`src/rtl/knn_pkg.sv`:
```
// knn_pkg: constants and types shared by the KNN pipeline blocks.
//   K            - neighbour labels held by the top-K list (rank 0 = nearest)
//   LABEL_W      - label width in bits
//   NUM_CLASSES  - number of classes (2**LABEL_W)
//   CNT_W        - width of vote counters and rank indices; wide enough to
//                  hold K itself, which serves as the "no rank yet" sentinel
package knn_pkg;

  localparam int K           = 5;
  localparam int LABEL_W     = 2;
  localparam int NUM_CLASSES = 4;
  localparam int CNT_W       = $clog2(K + 1);

  typedef logic [LABEL_W-1:0] label_t;
  typedef logic [CNT_W-1:0]   cnt_t;

  typedef enum logic [1:0] {
    IDLE,
    COUNT,
    RESOLVE
  } state_e;

  localparam cnt_t RANK_SENTINEL = cnt_t'(K);
  localparam cnt_t IDX_LAST      = cnt_t'(K - 1);
  localparam cnt_t CLS_LAST      = cnt_t'(NUM_CLASSES - 1);

endpackage

```
`src/rtl/knn_majority_vote.sv`:
```
// knn_majority_vote: majority vote over the K nearest neighbour labels.
// On an accepted start the label list is captured, votes are tallied one rank
// per cycle (K cycles), then classes are scanned one per cycle (NUM_CLASSES
// cycles) to pick the winner. Ties go to the class whose nearest member has
// the lowest rank. The result is presented with a one-cycle valid pulse.
// Ports:
//   clk        - clock
//   rst        - synchronous active-high reset
//   start      - vote request, sampled only while idle
//   labels_in  - K packed labels, rank 0 in the least significant field
//   busy       - high while a vote is in progress
//   valid      - one-cycle pulse, class_out/vote_count updated
//   class_out  - predicted class, held until the next result
//   vote_count - votes received by the predicted class
module knn_majority_vote
  import knn_pkg::*;
(
  input  logic                   clk,
  input  logic                   rst,
  input  logic                   start,
  input  logic [K*LABEL_W-1:0]   labels_in,
  output logic                   busy,
  output logic                   valid,
  output logic [LABEL_W-1:0]     class_out,
  output logic [CNT_W-1:0]       vote_count
);

  state_e           state_q, state_d;
  label_t [K-1:0]   labels_q, labels_d;
  cnt_t             cnt_q [NUM_CLASSES];
  cnt_t             cnt_d [NUM_CLASSES];
  cnt_t             first_rank_q [NUM_CLASSES];
  cnt_t             first_rank_d [NUM_CLASSES];
  cnt_t             idx_q, idx_d;
  cnt_t             best_cnt_q, best_cnt_d;
  cnt_t             best_rank_q, best_rank_d;
  label_t           best_cls_q, best_cls_d;
  label_t           class_q, class_d;
  cnt_t             vcnt_q, vcnt_d;
  logic             valid_q, valid_d;

  // idx walks ranks in COUNT and classes in RESOLVE.
  label_t cur_lbl;
  label_t res_cls;
  logic   take_res;

  assign cur_lbl  = labels_q[idx_q];
  assign res_cls  = label_t'(idx_q);
  // A zero-vote class can only tie a zero best, and its sentinel rank is
  // never below the sentinel best_rank, so it never wins.
  assign take_res = (cnt_q[res_cls] > best_cnt_q) ||
                    ((cnt_q[res_cls] == best_cnt_q) &&
                     (first_rank_q[res_cls] < best_rank_q));

  always_comb begin
    state_d      = state_q;
    labels_d     = labels_q;
    cnt_d        = cnt_q;
    first_rank_d = first_rank_q;
    idx_d        = idx_q;
    best_cnt_d   = best_cnt_q;
    best_rank_d  = best_rank_q;
    best_cls_d   = best_cls_q;
    class_d      = class_q;
    vcnt_d       = vcnt_q;
    valid_d      = 1'b0;

    case (state_q)
      IDLE: begin
        if (start) begin
          labels_d = labels_in;
          for (int c = 0; c < NUM_CLASSES; c++) begin
            cnt_d[c]        = '0;
            first_rank_d[c] = RANK_SENTINEL;
          end
          idx_d   = '0;
          state_d = COUNT;
        end
      end

      COUNT: begin
        cnt_d[cur_lbl] = cnt_q[cur_lbl] + cnt_t'(1);
        if (first_rank_q[cur_lbl] == RANK_SENTINEL) begin
          first_rank_d[cur_lbl] = idx_q;
        end
        if (idx_q == IDX_LAST) begin
          idx_d       = '0;
          best_cnt_d  = '0;
          best_rank_d = RANK_SENTINEL;
          best_cls_d  = '0;
          state_d     = RESOLVE;
        end else begin
          idx_d = idx_q + cnt_t'(1);
        end
      end

      RESOLVE: begin
        if (take_res) begin
          best_cnt_d  = cnt_q[res_cls];
          best_rank_d = first_rank_q[res_cls];
          best_cls_d  = res_cls;
        end
        if (idx_q == CLS_LAST) begin
          // Publish from the already-updated best so the last class counts.
          class_d = best_cls_d;
          vcnt_d  = best_cnt_d;
          valid_d = 1'b1;
          idx_d   = '0;
          state_d = IDLE;
        end else begin
          idx_d = idx_q + cnt_t'(1);
        end
      end

      default: state_d = IDLE;
    endcase
  end

  always_ff @(posedge clk) begin
    if (rst) begin
      state_q     <= IDLE;
      labels_q    <= '0;
      idx_q       <= '0;
      best_cnt_q  <= '0;
      best_rank_q <= RANK_SENTINEL;
      best_cls_q  <= '0;
      class_q     <= '0;
      vcnt_q      <= '0;
      valid_q     <= 1'b0;
      for (int c = 0; c < NUM_CLASSES; c++) begin
        cnt_q[c]        <= '0;
        first_rank_q[c] <= RANK_SENTINEL;
      end
    end else begin
      state_q      <= state_d;
      labels_q     <= labels_d;
      idx_q        <= idx_d;
      best_cnt_q   <= best_cnt_d;
      best_rank_q  <= best_rank_d;
      best_cls_q   <= best_cls_d;
      class_q      <= class_d;
      vcnt_q       <= vcnt_d;
      valid_q      <= valid_d;
      cnt_q        <= cnt_d;
      first_rank_q <= first_rank_d;
    end
  end

  assign busy       = (state_q != IDLE);
  assign valid      = valid_q;
  assign class_out  = class_q;
  assign vote_count = vcnt_q;

endmodule

```
`config.mk`:
```
export PLATFORM = sky130hd
export DESIGN_NAME = knn_majority_vote
export DESIGN_NICKNAME = d
export VERILOG_FILES = /design/src/rtl/knn_pkg.sv /design/src/rtl/knn_majority_vote.sv
export SDC_FILE = /design/constraint.sdc
export NUM_CORES = 1
export LEC_CHECK = 0
export CORE_UTILIZATION = 53
export CTS_CLUSTER_SIZE = 25
export DETAILED_ROUTE_END_ITERATION = 10
export PLACE_DENSITY = 0.76
export RECOVER_POWER = 50
export SETUP_SLACK_MARGIN = 0.5
export SKIP_LAST_GASP = 1
export SYNTH_ARGS = -nofsm -noshare
export SYNTH_HDL_FRONTEND = slang
export SYNTH_SLANG_ARGS = --single-unit
```
`constraint.sdc`:
```
create_clock -name clk -period 3.1 [get_ports clk]
set_clock_uncertainty 0.05 [all_clocks]
set_input_delay 0.465 -clock clk [delete_from_list [all_inputs] [get_ports clk]]
set_output_delay 0.465 -clock clk [all_outputs]
set_load 0.005 [all_outputs]
```
==> flow_metrics.py <==
metrics = {
    "sta": {
        "finalCriticalPeriod_ns": 2.74,
        "relSlewSlack_pct": 44.8,
        "worst_pin_slew_ns": 0.828,
        "rsz0062_at_grt": "true",
        "finalSetupViolCount": 0,
        "drv_slew": 0,
        "setup-tns-final_ns": 0,
        "hold_ws_ns": 0.411,
        "hold_violations": 0,
        "fmax_mhz": 365,
        "min_period_over_period_pct": 88.3,
    },
    "setup_path": {
        "cp.depth": 11,
        "critical_path.cell_chain": "buf_2 > inv_1 > o32ai_4 > a31o_4 > nand2_1 > and3_1 > a31oi_1 > ha_2 > inv_1 > a211oi_1 > a211oi_1",
        "endpoint": "cnt_q[11]",
        "cp_max_fo": 8,
        "cp_top_family": "compound AO/OA/AOI/OAI gates",
        "critical_path.startpoint": "idx_q[1]",
        "setup.worst_path.end_class": "register",
        "crit_path_start_kind": "register",
        "cpPeakStageDelay_ns": 0.56,
        "timing.rr.start": "idx_q[1]",
        "r2r_slack_ns": 0.36,
        "worstPathRequired_ns": 3.23,
        "path_buf_inv": 3,
        "critPathKind": "register to register",
        "rr_endpoint": "cnt_q[11]",
        "arrival_ns": 2.87,
        "cpMaxStageDelayCell": "dfxtp_1",
        "rr_worst_depth": 11,
    },
    "cts": {
        "root_buffer": "clkbuf_8",
        "cts_tree": "done",
        "clock_latency_ns": 0.31,
        "htreeDepth": 2,
        "path_clk_slew_ns": 0.09,
        "cts_buffer_depth": 2,
        "numCtsBuffers": 5,
        "clock_sinks": 53,
        "cts.hold.buffers_added": 0,
    },
    "cells_and_area": {
        "drive_gt1_share_pct": 14.6,
        "diodes": 0,
        "fin_nets": 380,
        "postLayoutCellArea_mm2": 0.00337,
        "fillers": 435,
        "seq_area_mm2": 0.00107,
        "multi_input_area_mm2": 0.00172,
        "area_growth_pct": 19.5,
        "layout_commonest_cell": "dfxtp_1",
        "final_cell_mix": "dfxtp_1, nand2_1, a21oi_1",
    },
    "floorplan": {
        "start_util_pct": 55.2,
        "row_count": 26,
        "die_w_um": 74.9,
        "die_height_um": 74.9,
        "dieArea_mm2": 0.00561,
        "pin_count": 20,
        "core_area_mm2": 0.00511,
    },
    "global_route": {
        "grt_pass1_wl_um": 10500,
        "grt_pass1_vias": 2234,
        "antenna_found_initial": 0,
        "grt.total_usage_pct": 24.8,
        "overflow": 0,
        "grt_max_degree": 47,
    },
    "synthesis": {
        "synth.avg_cell_area_um2": 8.59,
        "synth_area_mm2": 0.00282,
        "seq_area_frac_synth_pct": 37.6,
        "synth_fp_nets": 354,
        "ys_async_sr_fraction_pct": 0,
        "ys.flop_type": "dfxtp_1",
        "ys_types": 49,
        "synth_edf_count": 0,
        "yosysWarnings": 0,
        "synth_cells": 328,
        "ys_ff_latch": 53,
    },
    "detailed_routing": {
        "drt_iter0_drc": 190,
        "num_vias": 2523,
        "dr.pass1.iters": 4,
        "vias_per_cell": 5.94,
        "wl_per_cell_um": 15.6,
        "ant_nets": 0,
        "drc": 0,
        "drt_wl_total_um": 6620,
    },
    "power_and_ir_drop": {
        "pwr-share-seq_pct": 43.5,
        "p_leak_uw": 0.00125,
        "ir_drop_v": 0.000353,
        "clockPowerShare_pct": 24.9,
        "power_frac_comb_pct": 31.5,
        "power_density_mw_per_mm2": 508,
        "p_sw_uw": 565,
        "power.total_uw": 1710,
        "power.internal_uw": 1150,
        "switching_share_pct": 33.0,
    },
    "job": {
        "maxCapViolations": 0,
    },
    "place": {
        "placed_cell_area_mm2": 0.00310,
        "hpwl_um": 4450,
        "io_buffer_count": 19,
        "routabilityCongestion": 0.834,
    },
    "outcome": {
        "status": "finished clean",
    },
    "hold_path": {
        "hp-class": "register to register",
    },
}
==> synth_stat cells (6+ instances only) <==
cell | n | area (um^2)
dfxtp_1 | 53 | 1060
nand2_1 | 46 | 173
a21oi_1 | 29 | 145
nor2_1 | 24 | 90.1
o21ai_0 | 22 | 110
inv_1 | 16 | 60.1
mux2i_1 | 14 | 140
ha_1 | 13 | 163
clkbuf_1 | 11 | 41.3
a211oi_1 | 9 | 67.6
nand2b_1 | 7 | 43.8
mux4_2 | 6 | 135
nand3b_1 | 6 | 45.0
==> worst min-delay path: cells and delay by family, from the launching register on <==
kind,cells,cell delay (ns)
AOI/OAI and AO/OA,1,0.05
DFF,1,0.32
and+or+nand+nor,1,0.05
==> through the flow <==
stage               std cells  setup slack [ns]  utilization [%]
CTS                       417             0.513             63.4
finish                    425             0.364             65.9
detailed placement        405             0.354             60.7
global route              425             0.178             65.9
global placement          405             0.410             60.7
floorplan                 328             0.461                -
==> per-layer routing <==
layer	part of all wire [%]	vias to the layer above	GRT usage, %
met5	0	-	0
met4	2.2	0	10.1
met3	4.8	16	3.61
met2	50	91	41.3
met1	43	1185	32.3
li1	-	1231	-
==> power groups by stage <==
stage,sequential [uW],clock (uW),combinational [uW]
floorplan,746,0,372
global placement,760,0,474
detailed placement,762,0,484
CTS,742,433,508
global route,751,466,592
finish,745,426,539
==> registers in the layout, indices dropped and copies added (netlist names) <==
register	flops
first_rank_q	12
vote_count	3
valid	1
idx_q	3
best_cnt_q	3
best_cls_q	2
best_rank_q	3
state_q	2
cnt_q	12
class_out	2
labels_q	10
==> how the worst min path moves through the flow <==
| stage | startpoint | to | slack [ns] | cells after the start |
|---|---|---|---|---|
| floorplan | first_rank_q[7] | first_rank_q[7] | 0.38 | 2 |
| finish | labels_q[3] | labels_q[3] | 0.41 | 2 |
| CTS | labels_q[5] | labels_q[5] | 0.41 | 2 |
| global route | labels_q[5] | labels_q[5] | 0.44 | 2 |
| detailed placement | labels_q[5] | labels_q[5] | 0.40 | 2 |
| global placement | labels_q[9] | labels_q[9] | 0.39 | 2 |
==> final cells by class <==
cell class | instances | share of cell area (%)
Sequential cell | 53 | 31.6
Multi-Input combinational cell | 238 | 50.9
Inverter | 18 | 2.01
Clock buffer | 7 | 2.86
Clock inverter | 1 | 0.149
Tap cell | 70 | 2.60
Timing Repair Buffer | 38 | 9.81
==> cell families (layout without fill, tap and decap cells) <==
logic type / count (synthesis) / after routing / synth area share, %
fa+ha+maj: 13 / 13 / 5.77
simple gates: 107 / 107 / 18.6
compound gates: 96 / 96 / 22.1
buf+inv: 37 / 64 / 5.10
mux: 22 / 22 / 10.7
flops: 53 / 53 / 37.6
==> what timing repair did <==
action / in CTS / in global routing
buffers inserted: 4 / 8
gates resized for setup: 3 / 13
pin swaps: 1 / 6
setup endpoints to repair: 17 / 18
Power figures use the tool's default switching activity.
